--- src/rtl/param_update_sequencer.sv ---
// param_update_sequencer
//
// Buffers host parameter writes (trigger vector + 32-bit word) in a small
// FIFO. It applies them to the parameter bank only at a simulation-tick
// boundary, one entry per clock. This keeps the spindle, MN pool and muscle
// datapaths from seeing a parameter change in the middle of a step.
//
// Handshake: the host side has no back-pressure. Any cycle with trig != 0 is
// a write offer. The offer is accepted when the FIFO has room, or when an
// entry leaves in that same cycle. Otherwise it is dropped and overflow is
// flagged. The bank side is a plain write strobe: param_we is high for
// exactly one cycle per entry, and param_addr/param_data are valid with it.
//
// Ports:
//   clk        system clock (clk1 domain)
//   reset      asynchronous active-high reset, clears all state
//   trig       host trigger vector, one-cycle pulses; the lowest set bit selects
//              the parameter
//   wr_data    value to write, valid while trig != 0
//   tick       one-cycle strobe at the start of a simulation step
//   clear_err  synchronous clear of overflow/collision (an event in the same
//              cycle wins)
//   param_we   parameter-bank write strobe
//   param_addr parameter index (holds when param_we = 0)
//   param_data parameter value (holds when param_we = 0)
//   pending    FIFO occupancy, 0..DEPTH
//   busy       high while the batch is being applied
//   applied    one-cycle pulse after a batch completes
//   overflow   sticky: a write was dropped because the FIFO was full
//   collision  sticky: more than one trig bit was set in one cycle
//   state_dbg  current FSM state (0 IDLE, 1 APPLY, 2 DONE)
module param_update_sequencer #(
  parameter int DEPTH      = 8,
  parameter int NUM_PARAMS = 16,
  parameter int ADDR_W     = 4,
  parameter int CNT_W      = 4
) (
  input  logic                  clk,
  input  logic                  reset,
  input  logic [NUM_PARAMS-1:0] trig,
  input  logic [31:0]           wr_data,
  input  logic                  tick,
  input  logic                  clear_err,
  output logic                  param_we,
  output logic [ADDR_W-1:0]     param_addr,
  output logic [31:0]           param_data,
  output logic [CNT_W-1:0]      pending,
  output logic                  busy,
  output logic                  applied,
  output logic                  overflow,
  output logic                  collision,
  output logic [1:0]            state_dbg
);

  localparam int PTR_W = $clog2(DEPTH);

  typedef enum logic [1:0] {
    S_IDLE  = 2'd0,
    S_APPLY = 2'd1,
    S_DONE  = 2'd2
  } state_t;

  state_t              state;
  logic [ADDR_W-1:0]   mem_addr [DEPTH];
  logic [31:0]         mem_data [DEPTH];
  logic [PTR_W-1:0]    wr_ptr;
  logic [PTR_W-1:0]    rd_ptr;
  logic [CNT_W-1:0]    count;
  // Entries of the current batch still to be popped after this cycle's pop.
  logic [CNT_W-1:0]    remaining;

  logic [ADDR_W-1:0]   cap_idx;
  logic                cap_valid;
  logic                multi_hit;
  logic                fifo_full;
  logic                start;
  logic                pop;
  logic                push;
  logic                drop;

  // Lowest set trigger bit wins; higher bits in the same cycle are dropped.
  always_comb begin
    cap_idx = '0;
    for (int i = NUM_PARAMS - 1; i >= 0; i--) begin
      if (trig[i]) cap_idx = ADDR_W'(i);
    end
  end

  assign cap_valid = |trig;
  // x & (x-1) clears the lowest set bit; anything left means a second bit.
  assign multi_hit = |(trig & (trig - NUM_PARAMS'(1)));
  assign fifo_full = (count == CNT_W'(DEPTH));

  // The first entry of a batch leaves on the tick edge itself, so param_we
  // appears in the first cycle after the tick.
  assign start = (state == S_IDLE) && tick && (count != '0);
  assign pop   = start || ((state == S_APPLY) && (remaining != '0));
  // A full FIFO still accepts a push when an entry leaves in the same cycle.
  assign push  = cap_valid && (!fifo_full || pop);
  assign drop  = cap_valid && fifo_full && !pop;

  assign busy      = (state == S_APPLY);
  assign pending   = count;
  assign state_dbg = state;

  // Storage needs no reset: occupancy and pointers define what is valid.
  always_ff @(posedge clk) begin
    if (push) begin
      mem_addr[wr_ptr] <= cap_idx;
      mem_data[wr_ptr] <= wr_data;
    end
  end

  always_ff @(posedge clk or posedge reset) begin
    if (reset) begin
      state      <= S_IDLE;
      wr_ptr     <= '0;
      rd_ptr     <= '0;
      count      <= '0;
      remaining  <= '0;
      param_we   <= 1'b0;
      param_addr <= '0;
      param_data <= '0;
      applied    <= 1'b0;
      overflow   <= 1'b0;
      collision  <= 1'b0;
    end else begin
      param_we <= 1'b0;
      applied  <= 1'b0;

      case (state)
        S_IDLE: begin
          if (start) begin
            // The batch is the occupancy before this cycle's push, minus
            // the entry popped right now.
            remaining <= count - CNT_W'(1);
            state     <= S_APPLY;
          end
        end
        S_APPLY: begin
          if (remaining != '0) begin
            remaining <= remaining - CNT_W'(1);
          end else begin
            state   <= S_DONE;
            applied <= 1'b1;
          end
        end
        S_DONE: begin
          state <= S_IDLE;
        end
        default: begin
          state <= S_IDLE;
        end
      endcase

      if (pop) begin
        param_we   <= 1'b1;
        param_addr <= mem_addr[rd_ptr];
        param_data <= mem_data[rd_ptr];
        rd_ptr     <= rd_ptr + PTR_W'(1);
      end

      if (push) begin
        wr_ptr <= wr_ptr + PTR_W'(1);
      end

      count <= count + CNT_W'(push) - CNT_W'(pop);

      overflow  <= (overflow  & ~clear_err) | drop;
      collision <= (collision & ~clear_err) | (cap_valid & multi_hit);
    end
  end

endmodule

--- config.mk ---
export PLATFORM = sky130hd
export DESIGN_NAME = param_update_sequencer
export DESIGN_NICKNAME = d
export VERILOG_FILES = /design/src/rtl/param_update_sequencer.sv
export SDC_FILE = /design/constraint.sdc
export NUM_CORES = 1
export LEC_CHECK = 0
export CORE_ASPECT_RATIO = 1.5
export CORE_MARGIN = 1
export CORE_UTILIZATION = 40
export CTS_CLUSTER_SIZE = 25
export DETAILED_ROUTE_END_ITERATION = 8
export MAX_ROUTING_LAYER = met4
export PLACE_DENSITY = 0.63
export SYNTH_ARGS = -nofsm -noshare
export SYNTH_HDL_FRONTEND = slang
export SYNTH_SLANG_ARGS = --single-unit
--- constraint.sdc ---
create_clock -name clk -period 6 [get_ports clk]
set_clock_uncertainty 0.05 [all_clocks]
set_input_delay 0.6 -clock clk [delete_from_list [all_inputs] [get_ports clk]]
set_output_delay 0.6 -clock clk [all_outputs]
set_load 0.005 [all_outputs]
==> run summary <==
Largest net degree at the start of global routing: 75
Sw Ratio: 0.2999
Post-synthesis register bit count: 344
Fin crit share: 0.5163
Sequential cell area: 10060 um^2
Clock sink count: 344
Ports: 99
Wl on met1: 10150 um
Register-to-Register Setup Slack: 2.93 ns
Reg-to-Reg End: mem_data[3][0]$_DFFE_PP_
Post-synth EDFFs: 288
Seq pwr share: 0.463
Die width: 151.7 um
Height of the die: 226.5 um
Crit path DAT: 3.29 ns
Max frequency: 322.8 MHz
Setup crit start kind: primary input
Worst reg2reg path startpoint: state_dbg[1]$_DFFE_PP0P_
Maximum VDD drop: 0.0002676 V
Filler cell count: 2780
RSZ-0062 raised after global routing: no
Adder-cell share of the synthesized area: 0.01061
Min Tclk post-route: 3.098 ns
Min-Delay Endpoint: param_data[1]$_DFFE_PP0N_
Syn_area_per_cell: 19.56 um^2
Clk buf depth: 3
Gate power share: 0.297
DR vias: 6556
Initial Util: 0.4093
PwrDens: 521.2 nW/um^2
Compound-Gate Fraction of Synth Area: 0.03538
Antenna Nets Post-Route: 0
Placed Cells: 1184
CTS clk-pin slew, worst paths: 0.07 ns
Die area: 34350 um^2
Crit path capture type: flop
Post-synth top flop: edfxtp_1
Synth Cell Area: 13440 um^2
Setup Fix Bufs, Post-CTS: 0
Worst hold slack: 0.4754 ns
Final net count: 863
Post-Route WL: 25900 um
Num rows: 81
Yosys Warn Count: 0
Footprint of the multi-input gates: 3232 um^2
Relative slew slack: 0.2662
Growth of design area from synthesis to finish: 18.89%
CTS tree: built
First-pass GRT wire length: 40190 um
Layout cells sized above 1: 0.1879
Setup Viol. Count Final: 0
Final Hold Fails: 0
Core area: 32840 um^2
CP required: 6.19 ns
Resized cells post-CTS: 0
Net Count, Synth: 749
Largest family of logic cells by synthesized area: multiplexers
Worst Path Max Fanout: 23
Ranking of synthesized cells by area: edfxtp_1 (64%), mux4_2 (12%), dfrtp_1 (10%)
Hold buffer count at cts: 0
CTS Buf Count: 30
Top Layer Used: met4
Post-Synthesis Cells: 687
Hold crit path type: reg2reg
Average routed wire per standard cell: 20.87 um
Drt drc: 0
Vias/cell: 5.283
Setup TNS: 0 ns
Most frequent cells in the layout: edfxtp_1 (288), clkdlybuf4s50_1 (98), mux4_2 (72)
Leak: 0.005407 uW
Post-synthesis async set-or-reset flop share: 0.1628
Status: completed
IO Port Bufs: 98
Vias in the first global route: 6948
Initial drt markers: 329
Initial antenna violation count: 1
Met3 WL: 912 um
Total global-route track usage: 0.1633
Skew-Pair Late Insertion Delay: 0.56 ns
Yosys cell types: 51
Clk pwr share: 0.240
Max-slew violations: 0
Routed met2 length: 14390 um
Post-synthesis mux area share: 0.1507
Remaining Overflow, GRT: 0
Worst hold start: param_data[1]$_DFFE_PP0N_
Post-synthesis sequential area ratio: 0.7477
Measured slew at the worst slew-check pin: 1.101 ns
Setup CP Type: in2reg
Placed Area: 14940 um^2
Area leader, netlist: edfxtp_1
Post-Layout Cell Count: 1241
Post-Layout Inst Area: 15980 um^2
Root buffer cell: clkbuf_16
HPWL Detailed: 15950 um
Max-Cap Viols: 0
# H-tree levels: 1
Commonest non-fill, non-tap cell in the layout: edfxtp_1
Fraction of the mapped netlist area in simple logic gates: 0.03510
Share of the synthesized area in the top cell type: 0.6435
TritonRoute pass-1 iters: 4
Util after Layout: 0.4866
R2R depth: 5
GP Congestion: 0.7367
Switching power: 2498 uW
Int Pwr: 5830 uW
Hold Path Depth: 2
Post-Synth XOR/XNOR Area: 0.003910
## synth_stat cells (3+ instances only)
library cell and instances:
xor2_1 4, a21o_1 3, mux2i_1 37, mux4_2 72, nand2b_1 3, a21oi_1 47
nand2_1 9, buf_2 13, nor4_1 4, dfrtp_1 56, o21ai_0 5, ha_1 9
a211oi_1 3, buf_4 12, nor3_1 9, inv_1 13, edfxtp_1 288, nor2_1 57
buf_1 4
## worst max path at each step
stage / start / end / slack [ns] / depth (start not counted)
4_1_cts: tick / mem_data[3][0]$_DFFE_PP_ / 2.84 / 6
2_1_floorplan: tick / mem_addr[1][0]$_DFFE_PP_ / 1.58 / 4
6_report: tick / mem_data[3][0]$_DFFE_PP_ / 2.90 / 6
3_3_place_gp: tick / mem_data[3][0]$_DFFE_PP_ / 2.29 / 6
3_5_place_dp: tick / mem_data[3][0]$_DFFE_PP_ / 2.24 / 6
5_1_grt: state_dbg[1]$_DFFE_PP0P_ / mem_data[3][0]$_DFFE_PP_ / 2.71 / 5
## layer usage
layer,vias up,track usage
li1,2987,-
met4,0,0.04982
met2,134,0.2933
met1,3406,0.1889
met3,29,0.01911
met5,-,-
## logic make-up (layout without fill, tap and decap cells)
group                      count (synthesis)  in the layout
buffers and inverters                     43            181
other                                      0              1
AOI/OAI and AO/OA                         76             76
DFF                                      344            344
and+or+nand+nor                           95             95
muxes                                    112            112
xor gates and xnor gates                   6              6
adders and majority gates                 11             11
## per-stage QoR
stage               total power [uW]  setup slack, ns
floorplan                       5469            1.585
finish                          8329            2.902
detailed placement              6481            2.240
global route                    8820            2.708
global placement                6426            2.291
CTS                             8490            2.841
## worst max-delay path, cell delays in order
cell and delay (ns):
clkdlybuf4s50_1 0.45, or3b_4 0.42, o221ai_4 0.28, o211ai_1 0.37, nor2_4 0.76, buf_4 0.39
## power groups by stage
stage	logic [uW]	registers, uW	clock network [uW]
2_1_floorplan	1810	3650	0
3_3_place_gp	2520	3910	0
3_5_place_dp	2550	3940	0
4_1_cts	2550	3890	2050
5_1_grt	2730	3950	2130
6_report	2470	3860	2000
## final cells by class
class / count / area share
well taps: 415 / 0.03250
diodes: 1 / 0.0001566
clock inverters: 13 / 0.01073
clock buffers: 43 / 0.05387
flip-flops and latches: 344 / 0.6295
repair buffers: 112 / 0.06797
multi-input cells: 300 / 0.2023
inverters: 13 / 0.003054
## registers in the layout, summed over array words and instances, names as in the netlist
register and cells:
mem_data 256, overflow 1, collision 1, wr_ptr 3, applied 1, param_data 32, param_addr 4, pending 4
mem_addr 32, remaining 4, param_we 1, rd_ptr 3, state_dbg 2
Power figures use the tool's default switching activity.
